--- src/rtl/hazard_ctrl.sv ---
// Hazard and forwarding controller for the 5-stage MIPS pipeline: tracks the
// destination and remaining Tnew of each in-flight instruction, plus HI/LO busy time.
module hazard_ctrl #(
   parameter int RA_W        = 5,
   parameter int T_W         = 3,
   parameter int MULT_CYCLES = 5,
   parameter int DIV_CYCLES  = 10,
   parameter int CNT_W       = 4
) (
   input  logic            clk,
   input  logic            reset,
   input  logic [RA_W-1:0] d_rs,
   input  logic [RA_W-1:0] d_rt,
   input  logic [T_W-1:0]  d_rs_tuse,
   input  logic [T_W-1:0]  d_rt_tuse,
   input  logic [T_W-1:0]  d_tnew,
   input  logic [RA_W-1:0] d_dst,
   input  logic            d_md_start,
   input  logic            d_md_div,
   input  logic            d_md_use,
   output logic            stall,
   output logic [1:0]      d_fwd_rs,
   output logic [1:0]      d_fwd_rt,
   output logic [1:0]      e_fwd_rs,
   output logic [1:0]      e_fwd_rt,
   output logic [RA_W-1:0] e_dst,
   output logic [RA_W-1:0] m_dst,
   output logic [RA_W-1:0] w_dst,
   output logic            md_busy
);

   logic [T_W-1:0]   e_tnew, m_tnew;
   logic [RA_W-1:0]  e_rs, e_rt;
   logic             e_md;
   logic [CNT_W-1:0] md_cnt;
   logic             rs_haz, rt_haz, md_haz;

   // Operand hazard: a producer in E or M will not have its result ready in time.
   function automatic logic op_haz(input logic [RA_W-1:0] a, input logic [T_W-1:0] tu,
                                   input logic [RA_W-1:0] ed, input logic [T_W-1:0] et,
                                   input logic [RA_W-1:0] md, input logic [T_W-1:0] mt);
      return (a != '0) && (tu != '1) &&
             (((ed == a) && (et > tu)) || ((md == a) && (mt > tu)));
   endfunction

   // Nearest matching stage wins; a not-yet-ready nearest producer yields 0.
   function automatic logic [1:0] d_sel(input logic [RA_W-1:0] a,
                                        input logic [RA_W-1:0] ed, input logic [T_W-1:0] et,
                                        input logic [RA_W-1:0] md, input logic [T_W-1:0] mt,
                                        input logic [RA_W-1:0] wd);
      if (a == '0)         return 2'd0;
      else if (ed == a)    return (et == '0) ? 2'd1 : 2'd0;
      else if (md == a)    return (mt == '0) ? 2'd2 : 2'd0;
      else if (wd == a)    return 2'd3;
      else                 return 2'd0;
   endfunction

   function automatic logic [1:0] e_sel(input logic [RA_W-1:0] a,
                                        input logic [RA_W-1:0] md, input logic [T_W-1:0] mt,
                                        input logic [RA_W-1:0] wd);
      if (a == '0)         return 2'd0;
      else if (md == a)    return (mt == '0) ? 2'd2 : 2'd0;
      else if (wd == a)    return 2'd3;
      else                 return 2'd0;
   endfunction

   always_comb begin
      rs_haz   = op_haz(d_rs, d_rs_tuse, e_dst, e_tnew, m_dst, m_tnew);
      rt_haz   = op_haz(d_rt, d_rt_tuse, e_dst, e_tnew, m_dst, m_tnew);
      md_haz   = d_md_use && ((md_cnt != '0) || e_md);
      stall    = rs_haz || rt_haz || md_haz;
      md_busy  = (md_cnt != '0);
      d_fwd_rs = d_sel(d_rs, e_dst, e_tnew, m_dst, m_tnew, w_dst);
      d_fwd_rt = d_sel(d_rt, e_dst, e_tnew, m_dst, m_tnew, w_dst);
      e_fwd_rs = e_sel(e_rs, m_dst, m_tnew, w_dst);
      e_fwd_rt = e_sel(e_rt, m_dst, m_tnew, w_dst);
   end

   always_ff @(posedge clk) begin
      if (reset) begin
         e_dst  <= '0;
         e_tnew <= '0;
         e_rs   <= '0;
         e_rt   <= '0;
         e_md   <= 1'b0;
         m_dst  <= '0;
         m_tnew <= '0;
         w_dst  <= '0;
         md_cnt <= '0;
      end else begin
         w_dst  <= m_dst;
         m_dst  <= e_dst;
         m_tnew <= (e_tnew != '0) ? e_tnew - 1'b1 : '0;
         if (stall) begin
            e_dst  <= '0;
            e_tnew <= '0;
            e_rs   <= '0;
            e_rt   <= '0;
            e_md   <= 1'b0;
         end else begin
            e_dst  <= d_dst;
            e_tnew <= d_tnew;
            e_rs   <= d_rs;
            e_rt   <= d_rt;
            e_md   <= d_md_start;
         end
         if (d_md_start && !stall)
            md_cnt <= d_md_div ? CNT_W'(DIV_CYCLES) : CNT_W'(MULT_CYCLES);
         else if (md_cnt != '0)
            md_cnt <= md_cnt - 1'b1;
      end
   end

endmodule
--- config.mk ---
export PLATFORM = sky130hd
export DESIGN_NAME = hazard_ctrl
export DESIGN_NICKNAME = d
export VERILOG_FILES = /design/src/rtl/hazard_ctrl.sv
export SDC_FILE = /design/constraint.sdc
export NUM_CORES = 1
export LEC_CHECK = 0
export ABC_AREA = 0
export BUFFER_PORTS_ARGS = -buffer_cell sky130_fd_sc_hd__buf_2
export CAP_MARGIN = 20
export CORE_AREA = 5 5 85 87
export DETAILED_ROUTE_END_ITERATION = 7
export DIE_AREA = 0 0 90 92
export MAX_ROUTING_LAYER = met4
export SLEW_MARGIN = 10
export SYNTH_ARGS = -nofsm -noshare
export SYNTH_HDL_FRONTEND = slang
export SYNTH_SLANG_ARGS = --single-unit
--- constraint.sdc ---
create_clock -name clk -period 5.4 [get_ports clk]
set_input_delay 0.54 -clock clk [delete_from_list [all_inputs] [get_ports clk]]
set_output_delay 0.54 -clock clk [all_outputs]
set_load 0.02 [all_outputs]
Word-level counts from Yosys, hierarchy flattened
Cells that the tools add are included.
W data, S select, Z words.
- add/sub/neg operators: 2
- $lt $le $gt $ge: 4
- equal/unequal tests: 12
- muxes and demuxes: 19
- bitwise gates (word level): 1
- reduce and logical (&&, ||, !) cells: 29
- operators with widths (cell ; number):
    $eq A5 B5 Y1 ; 10
    $mux W2 ; 15
    $logic_not A5 Y1 ; 4
    $gt A3 B3 Y1 ; 4
    $mux W4 ; 3
    $logic_and A1 B1 Y1 ; 10
    $reduce_bool A5 Y1 ; 2
    $logic_not A3 Y1 ; 2
    $ne A3 B3 Y1 const B ; 2
    $logic_or A1 B1 Y1 ; 5
    $reduce_bool A4 Y1 ; 1
    $reduce_or A2 Y1 ; 2
    $sub A4 B1 Y4 const B ; 1
    $reduce_bool A3 Y1 ; 1
    $sub A3 B1 Y3 const B ; 1
    $reduce_bool A2 Y1 ; 1
    $logic_not A1 Y1 ; 1
    $mux W1 ; 1
    $not A1 Y1 ; 1
- register bits after elaboration: 36
- output and inout port bits: 25
- word-level logic and storage cells: 76

Logic depth before layout (Yosys ltp)
Gate-level depths: netlist (run 1).
- depth after elaboration: 9
- gate-level depth with buffers: 10
- depth with buffers taken out: 8

Worst setup path before layout (run 1)
OpenSTA, ideal clock, no wires.
- kind: flip-flop to output port
- start point: reg m_dst[0]
- end point: out e_fwd_rs[1]
- data arrival time: 1.993 ns
- slack: 2.867 ns
- cell stages (with the launch flop): 7
- cells stage by stage: dfxtp_1 > clkbuf_1 > xnor2_1 > nand3_1 > nor3_1 > nor4_1 > nand2b_1
- word-level cells in the longest chain between the ends: 3
- RTL lines (item ; line ; text):
    start: declaration ; 27 ; output logic [RA_W-1:0] m_dst,
    start signal: assignment ; 92 ; m_dst <= e_dst;
    $eq A5 B5 Y1 ; 62 ; else if (md == a) return (mt == '0) ? 2'd2 : 2'd0;
    $mux W2 ; 62 ;
    $mux W2 ; 61 ; if (a == '0) return 2'd0;
    end: declaration ; 24 ; output logic [1:0] e_fwd_rs,
Every way passes these cells.

Worst setup path in the final report (run 1)
- start point: reg md_cnt[0]
- end point: out stall
- word-level cells in the longest chain between the ends: 4
- RTL lines (item ; line ; text):
    start: declaration ; 35 ; logic [CNT_W-1:0] md_cnt;
    start signal: assignment ; 108 ; md_cnt <= d_md_div ? CNT_W'(DIV_CYCLES) : CNT_W'(MULT_CYCLES);
    start signal: assignment ; 110 ; md_cnt <= md_cnt - 1'b1;
    $reduce_bool A4 Y1 ; 70 ; md_haz = d_md_use && ((md_cnt != '0) || e_md);
    $logic_or A1 B1 Y1 ; 70 ;
    $logic_and A1 B1 Y1 ; 70 ;
    $logic_or A1 B1 Y1 ; 71 ; stall = rs_haz || rt_haz || md_haz;
    end: declaration ; 21 ; output logic stall,
Every way passes these cells.

==> impl_metrics.py, run 1 <==
metrics = {
    "clocking": {
        "clk_latency_ns": 0.29,
        "ctsResizeCount": 0,
        "clock-sinks": 36,
        "root_buffer": "clkbuf_8",
        "cts_tree": "yes",
        "cts_hold_buf": 0,
        "numCtsBuffers": 5,
        "post-cts-setup-buffers": 0,
        "clockBufferDepth": 2,
        "h-tree-depth": 2,
        "path_clk_slew_ns": 0.08,
    },
    "floorplanning": {
        "initial_core_util_pct": 37.6,
        "coreArea_um2": 6280,
        "num_io_pins": 54,
        "dieHeight_um": 92,
        "rows": 29,
        "die_x_um": 90,
        "design.die.area_um2": 8280,
    },
    "yosys": {
        "avgSynthCellArea_um2": 9.33,
        "yosys-top-cells-count": "dfxtp_1 (36), xnor2_1 (35), nor3b_2 (18)",
        "synth_area_um2": 2360,
        "yosys_register_bits": 36,
        "yosysMostFrequentCell": "dfxtp_1",
        "synth_enable_flop_cells": 0,
        "yosysSeqAreaShare_pct": 30.5,
        "synth_area_leader_cell": "dfxtp_1",
        "async_reset_ff_share_pct": 0,
        "synth_top_area_share_pct": 30.5,
        "synthFlopType": "dfxtp_1",
        "syn_nets": 298,
        "synthTopCellsByArea": "dfxtp_1 (31%), xnor2_1 (13%), nor3b_2 (9.5%)",
        "postSynthCellCount": 253,
        "ys_warn_count": 0,
        "yosysUniqueCellTypes": 38,
    },
    "place": {
        "io_buffer_count": 53,
        "post-dp-hpwl_um": 4460,
        "globalplace.congestion": 0.782,
        "place_area_um2": 2640,
    },
    "sta": {
        "setup_tns_ns": 0,
        "finClkSkew_ns": 0.00478,
        "setup_viol": 0,
        "max_freq_mhz": 320,
        "finalCritPeriodShare_pct": 57.8,
        "hold_viol": 0,
        "finalCriticalPeriod_ns": 3.12,
        "slew_headroom_pct": 38.1,
        "slew_violations": 0,
        "rsz0062_at_grt": "no",
        "worst_pin_slew_ns": 0.929,
        "holdWs_ns": 0.413,
    },
    "grt": {
        "antenna_found_initial": 0,
        "grt_pass1_wl_um": 9410,
        "grt_overflow": 0,
        "grt.met1_usage_pct": 20.0,
        "grtUsageTotal_pct": 14.7,
        "top_usage_layer": "met2",
        "first_global_vias": 1829,
        "gr-usage-met2_pct": 22.1,
        "use_met3_pct": 2.54,
        "grt_max_degree": 39,
    },
    "layout": {
        "diodes": 0,
        "utilization_pct": 43.9,
        "nets": 342,
        "regArea_um2": 721,
        "drive_gt1_share_pct": 29.9,
        "syn_to_final_growth_pct": 16.6,
        "fillers": 617,
        "final_area_um2": 2750,
        "multi_input_area_um2": 1500,
    },
    "detailed_routing": {
        "wire_per_inst_um": 15.3,
        "drt_iter0_drc": 88,
        "routed_wl_um": 5730,
        "ant_nets": 0,
        "drc_errors": 0,
        "dr.pass1.iters": 4,
        "routed-via-count": 1817,
        "viasPerCell": 4.85,
    },
    "hold_path": {
        "hold_path_class": "reg2reg",
    },
    "status": {
        "outcome": "finished, final reports clean",
    },
    "run": {
        "maxCapViolCount": 0,
    },
    "worst_setup_path": {
        "crit_top_cell": "inv_1",
        "crit_type": "reg2out",
        "critical-path-max-stage-delay_ns": 0.51,
        "startpoint_type": "flop",
        "crit_chain": "inv_1 -> ha_1 -> and2_1 -> inv_1 -> o21ai_0 -> o31a_1 -> nand3_2 -> buf_2",
        "crit_slowest_cell": "nand3_2",
        "cp.arrival_ns": 2.58,
        "cp_max_fo": 20,
        "r2r_slack_ns": 3.06,
        "critPathCaptureType": "output port",
        "cp_data_required_time_ns": 4.86,
    },
    "pwr": {
        "p_leak_nw": 1.20,
        "peakVddDrop_uv": 175,
        "power_density_nw_per_um2": 367,
    },
}
==> cell usage in the layout (no fill, tap or decap), drive strengths merged, types with 3 or more instances in the layout <==
master	count
nor3b	18
xnor2	35
nand3	17
nor2	10
inv	15
o31ai	3
a21oi	5
clkbuf	5
dfxtp	36
xor2	17
nor2b	14
nor4	4
o21ai	8
buf	53
or4	4
nor3	14
ha	16
==> power by group <==
group	total (W)	leakage, nW	switching, W	internal, W
Clock	0.000240	0.0541	0.000103	0.000137
Combinational	0.000411	0.849	0.000235	0.000176
Sequential	0.000359	0.296	0.0000496	0.000310
==> area by class of cell <==
cell class / instances / share of cell area [%]
Clock buffer: 5 / 2.50
Clock inverter: 3 / 1.55
Inverter: 15 / 2.05
Multi-Input combinational cell: 186 / 54.6
Sequential cell: 36 / 26.2
Tap cell: 77 / 3.50
Timing Repair Buffer: 53 / 9.64
==> critical path: cells and delay by family, from the launching register on <==
family	cells	cell delay, ns
DFF	1	0.31
buffers and inverters	3	0.56
adders and majority gates	1	0.17
AOI/OAI and AO/OA	2	0.47
and+or+nand+nor	2	0.76
==> final timing paths <==
kind,start,end,depth (start not counted)
max,md_cnt[0],stall,8
min,e_tnew[0],m_tnew[0],1
max reg2reg,md_cnt[0],e_tnew[1],8
min reg2reg,e_tnew[0],m_tnew[0],1
==> per-layer routing <==
layer | routed length [um] | vias up
met2 | 2570 | 41
met5 | 0 | -
met1 | 2900 | 826
met4 | 79 | 0
met3 | 180 | 8
li1 | - | 942
==> kinds of logic after synthesis <==
| kind of cell | Yosys count | share of synthesized area (%) |
|---|---|---|
| mux | 2 | 0.848 |
| compound gates | 23 | 7.21 |
| simple gates | 93 | 27.8 |
| buf+inv | 31 | 5.83 |
| fa+ha+maj | 16 | 8.48 |
| xor+xnor | 52 | 19.3 |
| flops | 36 | 30.5 |
==> sequential cells by signal, indices dropped and copies added (netlist names) <==
register	count
m_tnew	3
e_rt	5
m_dst	5
e_dst	5
e_tnew	3
e_md	1
e_rs	5
md_cnt	4
w_dst	5
==> metrics by stage <==
step | power [W] | setup slack (ns) | instances
6_report | 0.00101 | 2.28 | 375
3_3_place_gp | 0.000775 | 2.32 | 367
4_1_cts | 0.00102 | 2.23 | 375
5_1_grt | 0.00109 | 2.09 | 375
3_5_place_dp | 0.000781 | 2.28 | 367
2_1_floorplan | 0.000686 | 2.87 | 253
Power figures use the tool's default switching activity.
==> inputs of run 2 (changes only) <==
--- a/config.mk
+++ b/config.mk
@@ -5,7 +5,7 @@
 export SDC_FILE = /design/constraint.sdc
 export NUM_CORES = 1
 export LEC_CHECK = 0
-export ABC_AREA = 0
+export ABC_AREA = 1
 export BUFFER_PORTS_ARGS = -buffer_cell sky130_fd_sc_hd__buf_2
 export CAP_MARGIN = 20
 export CORE_AREA = 5 5 85 87
==> constraint.sdc (replaced) <==
create_clock -name clk -period 2.9 [get_ports clk]
set_input_delay 0.29 -clock clk [delete_from_list [all_inputs] [get_ports clk]]
set_output_delay 0.29 -clock clk [all_outputs]
set_load 0.02 [all_outputs]
==> impl_metrics.py, run 2 <==
metrics = {
    "worst_setup_path": {
        "crit_type": "reg2out",
        "cp.arrival_ns": 1.83,
        "cp_max_fo": 3,
        "startpoint_type": "flop",
        "cp_data_required_time_ns": 2.61,
        "critPathCaptureType": "output port",
        "reg2reg_depth": 10,
    },
    "floorplanning": {
        "die_x_um": 90,
        "initial_core_util_pct": 37.5,
        "rows": 29,
        "num_io_pins": 54,
        "dieHeight_um": 92,
        "coreArea_um2": 6280,
        "design.die.area_um2": 8280,
    },
    "pwr": {
        "power_density_nw_per_um2": 650,
        "peakVddDrop_uv": 406,
        "p_leak_nw": 1.45,
    },
    "sta": {
        "slew_headroom_pct": 53.2,
        "setup_tns_ns": 0,
        "finalCriticalPeriod_ns": 2.12,
        "setup_viol": 0,
        "finalCritPeriodShare_pct": 73.1,
        "hold_viol": 0,
        "rsz0062_at_grt": "no",
        "slew_violations": 0,
        "worst_pin_slew_ns": 0.697,
        "finClkSkew_ns": 0.00669,
        "max_freq_mhz": 472,
    },
    "place": {
        "post-dp-hpwl_um": 4660,
        "place_inst": 442,
        "globalplace.congestion": 0.848,
        "io_buffer_count": 53,
    },
    "yosys": {
        "postSynthCellCount": 320,
        "avgSynthCellArea_um2": 7.36,
        "yosysUniqueCellTypes": 37,
        "synth_enable_flop_cells": 0,
        "ys_warn_count": 0,
        "synthFlopType": "dfxtp_1",
        "yosys_register_bits": 36,
        "synthTopCellsByArea": "dfxtp_1 (31%), ha_1 (8.5%), inv_1 (8.3%)",
        "synth_top_area_share_pct": 30.6,
        "synth_area_leader_cell": "dfxtp_1",
        "async_reset_ff_share_pct": 0,
        "yosysSeqAreaShare_pct": 30.6,
        "yosysMostFrequentCell": "inv_1",
        "yosys-top-cells-count": "inv_1 (52), nand2_1 (50), nor2_1 (42)",
        "syn_nets": 365,
        "synth_area_um2": 2350,
    },
    "grt": {
        "grt_overflow": 0,
        "first_global_vias": 2055,
        "gr-usage-met2_pct": 23.1,
        "grtUsageTotal_pct": 14.1,
        "grt.met1_usage_pct": 17.4,
        "antenna_found_initial": 0,
        "use_met3_pct": 3.68,
        "top_usage_layer": "met2",
        "grt_max_degree": 19,
        "grt_pass1_wl_um": 9350,
    },
    "detailed_routing": {
        "dr.pass1.iters": 4,
        "ant_nets": 0,
        "viasPerCell": 4.63,
        "routed-via-count": 2083,
        "routed_wl_um": 5640,
        "drc_errors": 0,
        "wire_per_inst_um": 12.5,
        "drt_iter0_drc": 96,
    },
    "clocking": {
        "path_clk_slew_ns": 0.07,
        "root_buffer": "clkbuf_8",
        "numCtsBuffers": 5,
        "cts_hold_buf": 0,
        "post-cts-setup-buffers": 0,
        "clock-sinks": 36,
        "ctsResizeCount": 0,
        "cts_tree": "yes",
        "clockBufferDepth": 2,
        "clk_latency_ns": 0.29,
        "h-tree-depth": 2,
    },
    "layout": {
        "final_cell_mix": "buf_2 (53), inv_1 (52), nand2_1 (50)",
        "drive_gt1_share_pct": 22.3,
        "mostFrequentLayoutCell": "buf_2",
        "syn_to_final_growth_pct": 17.2,
        "final_cells": 450,
        "diodes": 0,
        "nets": 417,
    },
    "hold_path": {
        "hold_depth": 3,
        "hold_path_class": "in2reg",
    },
    "run": {
        "maxCapViolCount": 0,
    },
    "status": {
        "outcome": "finished, final reports clean",
    },
}
-- run 2: cell types whose count changed after synthesis, sizes merged, moves of 5 or more --
cell	change
a21oi	+7
clkbuf	-8
inv	+41
nand2	+50
nand4	+6
nor2	+41
nor2b	-14
nor3	-5
nor3b	-15
xnor2	-14
-- run 2: layout make-up --
cell class              count  area [um^2]
clock buffers               6         82.6
clock inverters             2         15.0
fillers                   662         3520
inverters                  56          210
multi-input cells         220         1370
flip-flops and latches     36          721
well taps                  77         96.3
repair buffers             53          265
-- run 2: cell families (layout without fill, tap and decap cells) --
| kind of cell | after synthesis | in the layout | synth area share [%] |
|---|---|---|---|
| buffers and inverters | 64 | 117 | 11.3 |
| XOR/XNOR | 40 | 40 | 14.9 |
| AND/OR/NAND/NOR | 139 | 139 | 27.7 |
| flip-flops | 36 | 36 | 30.6 |
| adder cells (fa/ha/maj) | 16 | 16 | 8.50 |
| AO/OA/AOI/OAI | 25 | 25 | 7.01 |
-- run 2: through the flow --
stage | power [W] | setup WS [ns] | area, um^2 | hold WS, ns | util [%]
global placement | 0.00142 | 1.00 | 2660 | 0.409 | 42.4
CTS | 0.00182 | 0.759 | 2760 | 0.210 | 44.0
global route | 0.00196 | 0.637 | 2760 | 0.213 | 44.0
floorplan | 0.00124 | 0.831 | 2350 | 0.359 | -
detailed placement | 0.00144 | 0.993 | 2660 | 0.416 | 42.4
finish | 0.00179 | 0.780 | 2760 | 0.219 | 44.0
-- run 2: worst max-delay path, cell delays in order (launching register included) --
cell     delay, ns
dfxtp_1       0.40
ha_1          0.28
nand2_1       0.07
nand2_1       0.04
o21a_1        0.17
nand3_1       0.09
nand2_2       0.08
a21oi_4       0.17
nand2_1       0.07
buf_2         0.16
-- run 2: routing by layer --
layer  part of all wire [%]  vias to the layer above
li1                       -                     1101
met4                   0.80                        0
met3                    4.7                        4
met2                     48                       41
met5                      0                        -
met1                     47                      937
-- run 2: final timing paths --
| kind | start | end | slack (ns) |
|---|---|---|---|
| min | d_dst[1] | e_dst[1] | 0.22 |
| max | e_tnew[2] | stall | 0.78 |
| min reg2reg | e_tnew[0] | m_tnew[0] | 0.43 |
| max reg2reg | e_tnew[2] | md_cnt[1] | 1.09 |
-- run 2: power breakdown --
| part | switching (W) | leakage, nW | internal [W] |
|---|---|---|---|
| logic | 0.000447 | 1.11 | 0.000305 |
| registers | 0.0000930 | 0.296 | 0.000576 |
| clock network | 0.000180 | 0.0434 | 0.000192 |
| total | 0.000720 | 1.45 | 0.00107 |
